--- src/rtl/fetch_unit_buffered.sv ---
// Buffered instruction fetch stage: pipelined imem requests with credit-based
// flow control, an in-order fetch queue to decode, and redirect flush/drop.
module fetch_unit_buffered #(
    parameter int              XLEN      = 32,
    parameter int              ILEN      = 32,
    parameter logic [XLEN-1:0] RESET_PC  = '0,
    parameter int              FQ_DEPTH  = 4,
    parameter logic [ILEN-1:0] NOP_INSTR = 32'h0000_0013
) (
    input  logic            clk,
    input  logic            rst,
    input  logic            jalr_valid,
    input  logic [XLEN-1:0] jalr_target,
    input  logic            branch_valid,
    input  logic [XLEN-1:0] branch_target,
    output logic            imem_req_valid,
    input  logic            imem_req_ready,
    output logic [XLEN-1:0] imem_req_addr,
    input  logic            imem_rsp_valid,
    input  logic [ILEN-1:0] imem_rsp_data,
    output logic            dec_valid,
    input  logic            dec_ready,
    output logic [ILEN-1:0] dec_instr,
    output logic [XLEN-1:0] dec_pc,
    output logic [XLEN-1:0] dec_pc_plus4
);

    localparam int AW = $clog2(FQ_DEPTH);
    localparam int CW = AW + 1;

    logic [XLEN-1:0] r_pc;
    logic [CW-1:0]   r_outstanding;
    logic [CW-1:0]   r_drop_cnt;

    logic [ILEN-1:0] r_q_instr [FQ_DEPTH];
    logic [XLEN-1:0] r_q_pc    [FQ_DEPTH];
    logic [AW-1:0]   r_q_head;
    logic [AW-1:0]   r_q_tail;
    logic [CW-1:0]   r_q_count;

    logic [XLEN-1:0] r_pf_pc   [FQ_DEPTH];
    logic [AW-1:0]   r_pf_head;
    logic [AW-1:0]   r_pf_tail;

    logic            w_redirect;
    logic [XLEN-1:0] w_target;
    logic [CW:0]     w_credit;
    logic            w_accept;
    logic            w_drop;
    logic            w_push;
    logic            w_pop;
    logic            w_empty;

    assign w_redirect = jalr_valid | branch_valid;
    assign w_target   = jalr_valid ? jalr_target : branch_target;

    // Queued plus in-flight never exceeds the queue size, so responses always fit.
    assign w_credit = {1'b0, r_q_count} + {1'b0, r_outstanding};

    assign imem_req_valid = rst & ~w_redirect & (r_drop_cnt == '0)
                          & (w_credit < (CW+1)'(FQ_DEPTH));
    assign imem_req_addr  = r_pc;

    assign w_accept = imem_req_valid & imem_req_ready;
    assign w_drop   = imem_rsp_valid & (r_drop_cnt != '0);
    assign w_push   = imem_rsp_valid & (r_drop_cnt == '0) & ~w_redirect;
    assign w_empty  = (r_q_count == '0);
    assign w_pop    = ~w_empty & dec_ready & ~w_redirect;

    always_ff @(posedge clk or negedge rst) begin
        if (!rst) begin
            r_pc          <= RESET_PC;
            r_outstanding <= '0;
            r_drop_cnt    <= '0;
            r_q_head      <= '0;
            r_q_tail      <= '0;
            r_q_count     <= '0;
            r_pf_head     <= '0;
            r_pf_tail     <= '0;
        end else if (w_redirect) begin
            // Everything still in flight is stale; a response this cycle retires one.
            r_pc          <= w_target;
            r_outstanding <= r_outstanding - CW'(imem_rsp_valid);
            r_drop_cnt    <= r_outstanding - CW'(imem_rsp_valid);
            r_q_head      <= '0;
            r_q_tail      <= '0;
            r_q_count     <= '0;
            r_pf_head     <= '0;
            r_pf_tail     <= '0;
        end else begin
            if (w_accept) begin
                r_pc      <= r_pc + XLEN'(4);
                r_pf_tail <= r_pf_tail + AW'(1);
            end
            if (w_push) begin
                r_pf_head <= r_pf_head + AW'(1);
                r_q_tail  <= r_q_tail + AW'(1);
            end
            if (w_drop) begin
                r_drop_cnt <= r_drop_cnt - CW'(1);
            end
            if (w_pop) begin
                r_q_head <= r_q_head + AW'(1);
            end
            r_outstanding <= r_outstanding + CW'(w_accept) - CW'(imem_rsp_valid);
            r_q_count     <= r_q_count + CW'(w_push) - CW'(w_pop);
        end
    end

    always_ff @(posedge clk) begin
        if (w_accept) begin
            r_pf_pc[r_pf_tail] <= r_pc;
        end
        if (w_push) begin
            r_q_instr[r_q_tail] <= imem_rsp_data;
            r_q_pc[r_q_tail]    <= r_pf_pc[r_pf_head];
        end
    end

    always_ff @(posedge clk) begin
        if (rst) begin
            assert (!(w_push && !w_pop && (r_q_count == CW'(FQ_DEPTH))));
        end
    end

    assign dec_valid    = ~w_empty;
    assign dec_instr    = w_empty ? NOP_INSTR : r_q_instr[r_q_head];
    assign dec_pc       = w_empty ? '0 : r_q_pc[r_q_head];
    assign dec_pc_plus4 = w_empty ? '0 : r_q_pc[r_q_head] + XLEN'(4);

endmodule

--- config.mk ---
export PLATFORM = sky130hd
export DESIGN_NAME = fetch_unit_buffered
export DESIGN_NICKNAME = d
export VERILOG_FILES = /design/src/rtl/fetch_unit_buffered.sv
export SDC_FILE = /design/constraint.sdc
export NUM_CORES = 1
export LEC_CHECK = 0
export CORE_MARGIN = 2
export CORE_UTILIZATION = 25
export DETAILED_ROUTE_END_ITERATION = 6
export PLACE_DENSITY = 0.49
export RECOVER_POWER = 50
export REMOVE_ABC_BUFFERS = 1
export SYNTH_ARGS = -nofsm -noshare
export SYNTH_HDL_FRONTEND = slang
export SYNTH_SLANG_ARGS = --single-unit
--- constraint.sdc ---
create_clock -name clk -period 7.5 [get_ports clk]
set_input_delay 0.75 -clock clk [delete_from_list [all_inputs] [get_ports clk]]
set_output_delay 0.75 -clock clk [all_outputs]
set_load 0.03 [all_outputs]
==> run summary <==
Worst stage delay on the critical path: 2.38 ns. The tools report the root buffer selected by CTS as clkbuf_16. The cell with the largest stage delay on the worst path was clkbuf_1. Across the run, the number of max-cap violations was 3. The arrival time reported for the critical path endpoint is 6.00 ns. Switching power summed over all nets: 1.23 mW. For the total die area, the log shows 0.0757 mm2. The routed design uses 23300 um of met2 wire. The finished layout holds 2348 standard cells, fillers aside. During synthesis, Yosys emitted a total of 0 warnings. Adder-cell area share of the yosys netlist: 0.0158. After the first detailed-routing iteration, the DRC count stood at 503.

The relative max-transition margin was -1.27; the clock slew at the register clock pins of the worst setup and hold paths was 0.06 ns. Setup repair after global routing left no endpoint under its margin. For the overall fraction of global-route tracks in use, the log shows 0.126. The run finished, with violations left. The count of pins over their slew limit is 123, and the standard cell core area is 0.0728 mm2.

The run gives 0 ns as the final-layout setup total negative slack. The fraction of the yosys area taken by sequential cells is 0.694, and the transition time at the pin with the least slew margin is 3.40 ns. The post-CTS setup repair buffer count is 0, and the number of antenna violations at the first check in global routing is 0.

The post-synthesis cell type count was 56; the count of nets left with antenna violations after detail routing was 0. Measured along the y axis, the die boundary spans 275 um. The relative contribution of combinational cells to total power is 0.067.

The share of the synthesized area in compound gates (AO/OA/AOI/OAI) is 0.0419. Launching element type of the critical path: an input port. The shortest clock period the worst path allows after layout works out to 5.54 ns.

The library cells used most frequently in the layout, excluding fill and tap cells, are 384 x edfxtp_1, 164 x clkdlybuf4s50_1, 95 x mux4_2. The finished cells cover 0.0233 mm2. After detailed routing, the average wire length per cell comes to 20.4 um.

The checks that failed: max-capacitance violations, max-slew violations. Counting along the longest clock path gives a buffer depth of 3. The tools report the routed wire length on met3 as 2080 um. The tools report the routed wire length as 48000 um. The latest clock arrival within the worst-skew pair is 0.59 ns, and the portion of the clock cycle consumed by the worst path in the final layout is 0.739. The post-DP HPWL was 31500 um.

The number of CTS-inserted buffers is 49, and the data required time of the critical path is 7.96 ns. The mean post-synth cell area came out at 16.6 um2. The routed layout has 10.5k vias. The post-synthesis mux area share was 0.124. The number of endpoints failing setup at the final stage is 0, and the wire length the detailed router placed on met1 is 21400 um. The number of primary I/O pins was 233. The cell repeated most along the worst path was ha_1. The logs give 1475 for the number of nets in the final layout and 5.47 mW for the total power. The cell-internal power came out at 4.24 mW. The switching part of the total power is 0.225, and the total standard cell area after synthesis is 0.0184 mm2. During placement, the flow inserted port buffers numbering 232.

The global route total overflow was 0; the maximum clock frequency was 180 MHz. In this run the static leakage power is 7.41 nW. The sort of element at the end of the critical path is a flop.

After detailed placement, the total cell area comes to 0.0218 mm2. The total power per unit cell area was 234 mW/mm2; the sequential share of power was 0.502. The run gives 0.252 as the initial standard-cell utilization of the core. At the end of routability-driven placement, the weighted congestion stood at 0.763. For the final database, setup skew stands at 0.0242 ns. The run gives 0.431 as the clock power share. The most common library cell in the layout ignoring fill and taps is edfxtp_1. The critical path is of the in -> reg type. The most instantiated flip-flop cell in the synthesis netlist was edfxtp_1. The wire length of the first global-routing pass is 71100 um, and the number of design rule violations left after detail routing is 0. The cell count after synthesis came out at 1109.

The number of hold buffers added after CTS was 0. The worst-case vdd ir drop came out at 0.000154 V. In this run the core area contains 99 standard-cell rows. The xor-xnor portion of the synthesized cell area is 0.0162. The startpoint identified for the worst register-to-register timing path is r_pf_head[0]. The critical path goes through buf_2 -> clkbuf_1 -> nor4b_1 -> and4_1 -> nand2_1 -> ha_1 -> inv_1 -> ha_1 -> fa_1 -> xnor2_1 -> a21oi_1.

For the number of H-tree levels, the log shows 2. After detailed routing, the number of vias per cell comes to 4.46. In this run the top signal layer used is met4. The simple-gate share of the synthesized area is 0.0873. The main combinational cell family by area after synthesis is multiplexers.

In this run the most critical hold path is launched from jalr_valid. The number of gates resized after CTS was 0. The synthesized design contains 384 enable-type register cells. In this run the worst hold path is classified as in -> reg. The sink count of the clock tree came out at 433.

The maximum fanout count along the critical path works out to 50. The layout cell share with drive strength beyond 1 was 0.143. Counting flops and latches in the post-synthesis netlist gives 433. The area growth from synthesis to layout is 27.0%.

Entering global routing, the biggest net connects 65 pins. Hold violation count in the final report: 0. The die width is 275 um, and the number of search-and-repair iterations in the first detailed-routing pass is 5. The placed instance count was 2258. TritonCTS built the clock tree.

The via count of the first global-routing pass came out at 11.2k. The fraction of registers with async set or reset after synthesis is 0.113. The worst setup path startpoint is rst.
## path summary, 6_finish.rpt
| kind | end | slack [ns] | depth (start not counted) |
|---|---|---|---|
| setup / recovery | r_outstanding[2] | 1.96 | 11 |
| hold / removal | imem_req_addr[27] | 0.56 | 2 |
| setup reg to reg | r_q_pc[1][31] | 3.95 | 2 |
| hold reg to reg | r_drop_cnt[1] | 0.57 | 2 |
| max in group asynchronous | r_q_head[0] | 3.71 | 2 |
| min in group asynchronous | r_drop_cnt[0] | 1.40 | 2 |
## cell families (layout without fill, tap and decap cells)
group | after synthesis | after routing
AO/OA/AOI/OAI | 127 | 127
XOR/XNOR | 34 | 34
flip-flops | 433 | 433
multiplexers | 107 | 107
other | 0 | 2
AND/OR/NAND/NOR | 301 | 301
adder cells (fa/ha/maj) | 22 | 22
buffers and inverters | 85 | 363
## through the flow
step / worst slack [ns] / util / hold slack, ns
2_1_floorplan: 1.62 / - / 0.454
3_3_place_gp: 2.46 / 0.299 / 0.549
3_5_place_dp: 2.45 / 0.299 / 0.565
4_1_cts: 1.78 / 0.321 / 0.335
5_1_grt: 1.18 / 0.320 / 0.574
6_report: 1.96 / 0.320 / 0.556
## power groups by stage
| stage | combinational (mW) | sequential, mW | clock (mW) |
|---|---|---|---|
| 6_report | 0.364 | 2.74 | 2.36 |
| 5_1_grt | 0.406 | 2.75 | 2.52 |
| 4_1_cts | 0.383 | 2.75 | 2.43 |
| 3_5_place_dp | 0.381 | 2.80 | 0 |
| 3_3_place_gp | 0.378 | 2.79 | 0 |
| 2_1_floorplan | 0.162 | 2.81 | 0 |
## flip-flops by register name (all words and copies together) (netlist names)
signal         cells
r_pf_pc          128
r_q_instr        128
r_q_pc           128
imem_req_addr     32
r_drop_cnt         3
r_outstanding      3
r_q_count          3
r_pf_head          2
r_pf_tail          2
r_q_head           2
r_q_tail           2
## cell usage after synthesis, drive strengths merged, types with 2 or more instances
master | n | area, um2
edfxtp | 384 | 11500
inv | 23 | 86.3
and4 | 7 | 61.3
ha | 20 | 250
mux4 | 96 | 2170
nor4 | 13 | 81.3
nand2b | 2 | 12.5
and2 | 68 | 425
dfrtp | 49 | 1230
o21a | 4 | 30.0
o221ai | 2 | 17.5
a31oi | 8 | 50.1
nand2 | 55 | 206
o22a | 3 | 26.3
or2 | 4 | 25.0
buf | 21 | 141
clkbuf | 41 | 155
nor2b | 3 | 18.8
fa | 2 | 40.0
xnor2 | 20 | 175
o311ai | 2 | 17.5
or3 | 13 | 81.3
or4 | 6 | 48.8
o2bb2ai | 3 | 26.3
nand3 | 26 | 130
mux2i | 7 | 70.1
and3 | 10 | 62.6
a211oi | 2 | 15.0
nor4b | 2 | 17.5
nor3 | 15 | 75.1
mux2 | 4 | 45.0
xor2 | 14 | 123
o21ai | 37 | 185
nor2 | 59 | 221
a21oi | 43 | 215
o41ai | 2 | 17.5
a2bb2oi | 5 | 43.8
nand4 | 17 | 128
o31ai | 9 | 67.6
## critical path, delay by kind of cell
family / cells / cell delay [ns]
and+or+nand+nor: 3 / 1.62
AOI/OAI and AO/OA: 1 / 0.08
adders and majority gates: 3 / 0.86
buffers and inverters: 3 / 2.49
xor gates and xnor gates: 1 / 0.17
## final cells by class
type	count	area (um2)
fillers	7133	49500
flip-flops and latches	433	12800
multi-input cells	591	5260
repair buffers	252	2440
clock buffers	63	1300
well taps	959	1200
clock inverters	25	283
inverters	23	86.3
diodes	2	5.00
## layer usage
metal	up-vias	GRT usage
li1	4841	-
met1	5316	0.167
met2	246	0.211
met3	75	0.0213
met4	0	0.0410
met5	-	0
No activity file was read; power rests on OpenSTA's default activity.
